**config.mk**
```make
export PLATFORM = sky130hd
export DESIGN_NAME = pipe_stage_chain
export DESIGN_NICKNAME = d
export VERILOG_FILES = /design/src/rtl/pipe_stage_chain.sv
export SDC_FILE = /design/constraint.sdc
export NUM_CORES = 1
export LEC_CHECK = 0
export BUFFER_PORTS_ARGS = -buffer_cell sky130_fd_sc_hd__buf_4
export CORE_MARGIN = 2
export CORE_UTILIZATION = 54
export CTS_CLUSTER_DIAMETER = 200
export DETAILED_ROUTE_END_ITERATION = 6
export PLACE_DENSITY = 0.75
export SYNTH_ARGS = -nofsm -noshare
export SYNTH_HDL_FRONTEND = slang
export SYNTH_SLANG_ARGS = --single-unit
export TNS_END_PERCENT = 30
```
**constraint.sdc**
```tcl
create_clock -name Clk -period 3.2 [get_ports Clk]
set_input_delay 0.32 -clock Clk [delete_from_list [all_inputs] [get_ports Clk]]
set_output_delay 0.32 -clock Clk [all_outputs]
set_load 0.01 [all_outputs]
```
**src/rtl/pipe_stage_chain.sv**
```systemverilog
// pipe_stage_chain
// ----------------
// Elastic register chain used at every CPU stage boundary (IF/ID, ID/EX,
// EX/MEM, MEM/WB). It carries a WIDTH-bit bundle through STAGES stages using
// a valid/ready handshake. Each stage has a main register and a skid
// register, so the chain sustains one entry per cycle while its ready path
// stays fully registered. Stalls come from backpressure. Squashes come from
// the per-stage flush bits.
//
// Ports
//   Clk        rising-edge clock
//   Reset      synchronous, active-high reset
//   in_valid   upstream offers in_data
//   in_ready   chain accepts in_data this cycle (registered skid state only)
//   in_data    upstream entry
//   out_valid  last stage holds an entry
//   out_ready  downstream consumes out_data this cycle
//   out_data   head entry (don't-care while out_valid is low)
//   flush      flush[i] clears both valid bits of stage i at this edge
//   count      registered number of live entries (0 .. 2*STAGES)
//   empty      count == 0
module pipe_stage_chain #(
    parameter int WIDTH  = 32,
    parameter int STAGES = 4,
    localparam int CW    = $clog2(2*STAGES+1)
) (
    input  logic              Clk,
    input  logic              Reset,
    input  logic              in_valid,
    output logic              in_ready,
    input  logic [WIDTH-1:0]  in_data,
    output logic              out_valid,
    input  logic              out_ready,
    output logic [WIDTH-1:0]  out_data,
    input  logic [STAGES-1:0] flush,
    output logic [CW-1:0]     count,
    output logic              empty
);

    // Registered chain state
    logic [WIDTH-1:0]  main_data [STAGES];
    logic [WIDTH-1:0]  skid_data [STAGES];
    logic [STAGES-1:0] main_valid;
    logic [STAGES-1:0] skid_valid;
    logic [CW-1:0]     count_q;

    // Next-state values
    logic [WIDTH-1:0]  main_data_nxt [STAGES];
    logic [WIDTH-1:0]  skid_data_nxt [STAGES];
    logic [STAGES-1:0] main_valid_nxt;
    logic [STAGES-1:0] skid_valid_nxt;
    logic [CW-1:0]     count_nxt;

    // Per-stage handshake view
    logic [WIDTH-1:0]  up_data [STAGES];
    logic [STAGES-1:0] up_valid;
    logic [STAGES-1:0] up_ready;
    logic [STAGES-1:0] down_ready;
    logic [STAGES-1:0] accept;
    logic [STAGES-1:0] pop;

    // Wire each stage to its neighbours. A stage is ready while its skid is
    // free. That term is purely registered, so out_ready never reaches in_ready
    // combinationally.
    genvar g;
    for (g = 0; g < STAGES; g++) begin : g_link
        if (g == 0) begin : g_head
            assign up_valid[g] = in_valid;
            assign up_data[g]  = in_data;
        end else begin : g_mid
            assign up_valid[g] = main_valid[g-1];
            assign up_data[g]  = main_data[g-1];
        end
        if (g == STAGES-1) begin : g_tail
            assign down_ready[g] = out_ready;
        end else begin : g_inner
            assign down_ready[g] = ~skid_valid[g+1];
        end
    end

    assign up_ready = ~skid_valid;
    assign accept   = up_valid & up_ready;
    assign pop      = down_ready & main_valid;

    // Per-stage update. A pop refills main from the skid first, because the
    // skid holds the older entry. An entry that arrives while main is held
    // goes into the skid. A flush clears both valid bits after the move, so
    // an entry arriving on the same edge is dropped. An entry leaving the
    // stage has already been handed to the next stage and is not affected.
    // The next count is the number of valid bits that survive the edge.
    always_comb begin
        main_valid_nxt = main_valid;
        skid_valid_nxt = skid_valid;
        count_nxt      = '0;
        for (int i = 0; i < STAGES; i++) begin
            main_data_nxt[i] = main_data[i];
            skid_data_nxt[i] = skid_data[i];
            if (pop[i]) begin
                if (skid_valid[i]) begin
                    main_data_nxt[i]  = skid_data[i];
                    skid_valid_nxt[i] = 1'b0;
                end else if (accept[i]) begin
                    main_data_nxt[i] = up_data[i];
                end else begin
                    main_valid_nxt[i] = 1'b0;
                end
            end else if (main_valid[i] && accept[i]) begin
                skid_data_nxt[i]  = up_data[i];
                skid_valid_nxt[i] = 1'b1;
            end else if (!main_valid[i] && accept[i]) begin
                main_data_nxt[i]  = up_data[i];
                main_valid_nxt[i] = 1'b1;
            end
            if (flush[i]) begin
                main_valid_nxt[i] = 1'b0;
                skid_valid_nxt[i] = 1'b0;
            end
        end
        for (int i = 0; i < STAGES; i++) begin
            count_nxt = count_nxt + CW'(main_valid_nxt[i]) + CW'(skid_valid_nxt[i]);
        end
    end

    // State register. Reset clears the data registers as well as the valid
    // bits, so out_data reads zero after reset.
    always_ff @(posedge Clk) begin
        if (Reset) begin
            main_valid <= '0;
            skid_valid <= '0;
            count_q    <= '0;
            for (int i = 0; i < STAGES; i++) begin
                main_data[i] <= '0;
                skid_data[i] <= '0;
            end
        end else begin
            main_valid <= main_valid_nxt;
            skid_valid <= skid_valid_nxt;
            count_q    <= count_nxt;
            for (int i = 0; i < STAGES; i++) begin
                main_data[i] <= main_data_nxt[i];
                skid_data[i] <= skid_data_nxt[i];
            end
        end
    end

    // in_ready is held low during Reset, so nothing offered then is accepted.
    assign in_ready  = up_ready[0] & ~Reset;
    assign out_valid = main_valid[STAGES-1];
    assign out_data  = main_data[STAGES-1];
    assign count     = count_q;
    assign empty     = (count_q == '0);

endmodule

```
==> impl_metrics.ini <==
[status]
status = finished clean

[yosys]
synth-edff-count = 0
yosysTopAreaCell = dfxtp_1
synth.area.top_cells = dfxtp_1 50%, a21oi_1 11%, nand2_1 9.2%
netlist_area_mm2 = 0.0108
synth_top_area_share_pct = 49.8
synth-async-reset-ratio_pct = 0
yosys_warnings = 0
synthCells = 1222
post_synth_num_cell_types = 36
syn_area_per_cell_um2 = 8.82
ys_seq_area_share_pct = 49.8
ys_ff_latch = 268
synth_ff_type = dfxtp_1
syn-num-nets = 1269

[detailed_routing]
drt-initial-drc-count = 700
drt-total-wl_um = 23300
drc = 0
drt_pass1_iterations = 5
viasPerCell = 5.48
vias = 8449
ant_nets = 0
wl_per_cell_um = 15.1

[clock_network]
clock_sinks = 268
cts.htree.levels = 1
cts_inserted_buffers = 27
cts-root-buf = clkbuf_16
clk_pin_slew_worst_paths_ns = 0.06
cts_tree = done
clk_path_buf_depth = 3
insertion_delay_ns = 0.52

[setup_path]
reg2reg_depth = 12
end_kind = register
crit_fanout = 5
critPathKind = reg -> reg
worstSetupStartpointType = register
worstPathArrival_ns = 3.54
crit_required_ns = 3.57

[pwr]
power.internal_mw = 5.31
power.density_mw_per_mm2 = 549
p_clk_share_pct = 44.3
power_mw = 6.76
p_seq_share_pct = 51.3
vdd_ir_drop_max_uv = 376
p_switching_mw = 1.45
sw_frac_of_total_pct = 21.4
pwr-share-comb_pct = 4.4
p_leak_nw = 4.32

[global_route]
grt_start_max_net_pins = 125
grt_use_total_pct = 21.4
grt_pass1_wl_um = 39100
grt-ovfl-total = 0
antenna_found_initial = 0
grt_pass1_vias = 7556

[floorplan]
die_y_um = 145
row_count = 51
chipWidth_um = 145
ios = 79
core_mm2 = 0.0195
start_util_pct = 55.2
dieArea_mm2 = 0.0211

[placement]
routabilityCongestion = 0.751
placed_cell_area_mm2 = 0.0114
portBuffers = 78
place_ws_ns = -0.193
dp_hpwl_um = 14400

[timing]
drv_slew = 0
relSlewSlack_pct = 22.4
skew_ns = 0.00791
fin_hold_ws_ns = 0.0521
worst_slew_pin_slew_ns = 1.16
period_share_pct = 99.1
setup_ws_ns = 0.0291
fmax_ghz = 0.315
fin_crit_ns = 3.17
fin_tns_setup_ns = 0
finalHoldViolCount = 0
rsz0062_at_grt = yes
finalSetupViolCount = 0

[worst_hold_path]
hold_class = in -> reg
min_path_cells = 3

[layout]
n_fill_cell = 1698
design_area_mm2 = 0.0123
drive_gt1_share_pct = 21.1
syn_to_final_growth_pct = 14.2
finalNetCount = 1307
multiInputGateArea_mm2 = 0.00448
antenna_cells = 0
ff_latch_area_mm2 = 0.00537

[flow_run]
drv_cap = 0
## final cells by class
type / instances / share of cell area [%]
Sequential cell: 268 / 43.6
Multi-Input combinational cell: 742 / 36.4
Timing Repair Buffer: 118 / 7.29
Clock buffer: 43 / 6.79
Inverter: 103 / 3.14
Tap cell: 265 / 2.69
Clock inverter: 2 / 0.0813
## sequential cells by signal, summed over array words and instances (netlist names)
name and count:
count 4, skid_data 128, skid_valid 4, main_valid 4
main_data 128
## synth_stat cells, types with 3 or more instances
cell type and instances:
a21o_1 3, o221a_1 62, clkbuf_1 29, ha_1 3, and4b_1 3, buf_6 7
nor2b_1 7, nand2_1 263, a21oi_2 30, nand4b_1 3, buf_1 11, buf_4 15
a21oi_1 234, nor2_1 37, dfxtp_1 268, inv_1 103, o221a_2 66, o21ai_0 4
fa_1 4, nand2b_1 4, buf_2 47
## placed cells by master, fill, tap and decap left out, types with 7 or more instances in the layout
cell / Yosys / routed
o221a_2: 66 / 66
clkbuf_8: 0 / 11
nand2_1: 263 / 263
clkbuf_16: 0 / 27
a21oi_1: 234 / 231
nor2b_1: 7 / 7
a21oi_2: 30 / 33
dfxtp_1: 268 / 265
buf_4: 15 / 115
o221a_1: 62 / 62
inv_1: 103 / 101
nor2_1: 37 / 37
## repair_timing
item,4_1_cts,5_1_grt
setup buffers,0,1
endpoints found under the setup margin,2,2
gates cloned,0,0
gates resized for setup,1,15
pin swaps,0,2
hold buffers,2,0
endpoints found under the hold margin,2,0
## stage by stage
stage	instances	utilization (%)
2_1_floorplan	1222	-
3_3_place_gp	1493	58.4
3_5_place_dp	1493	58.4
4_1_cts	1540	62.8
5_1_grt	1541	63.0
6_report	1541	63.0
## routing by layer
metal / up-vias / share of wire, % / GRT usage (%)
met5: - / 0 / 0
met4: 0 / 0.94 / 4.07
met3: 15 / 5.5 / 3.30
met2: 213 / 43 / 31.2
met1: 3928 / 50 / 33.6
li1: 4293 / - / -
## worst max-delay path, stage by stage, from the launching register on
cell,delay [ns]
dfxtp_4,0.36
o21ai_2,0.13
a21oi_2,0.08
fa_1,0.55
inv_2,0.04
fa_1,0.48
inv_1,0.05
fa_1,0.49
ha_2,0.20
inv_2,0.05
fa_2,0.37
xor2_1,0.16
nor2_1,0.05
## logic make-up (layout without fill, tap and decap cells)
group,after synthesis,in the layout,synth area share (%)
simple gates,329,329,12.5
compound gates,405,405,27.6
xor+xnor,1,1,0.0813
buf+inv,212,266,8.94
fa+ha+maj,7,7,1.09
flops,268,268,49.8
## power groups by stage
stage          logic, mW  registers [mW]  clock network [mW]
5_1_grt            0.326            3.48                3.18
2_1_floorplan      0.199            3.52                   0
3_3_place_gp       0.286            3.54                   0
3_5_place_dp       0.293            3.54                   0
6_report           0.297            3.47                2.99
4_1_cts            0.296            3.47                3.05
## final timing paths
check / from / end / slack [ns]
worst min register to register: skid_data[3][12] / skid_data[3][12] / 0.45
worst max-delay path: skid_valid[1] / count[2] / 0.03
worst max register to register: skid_valid[1] / count[2] / 0.03
worst min-delay path: in_data[2] / skid_data[0][2] / 0.05
Note: power is estimated with default switching activity, not from simulation.
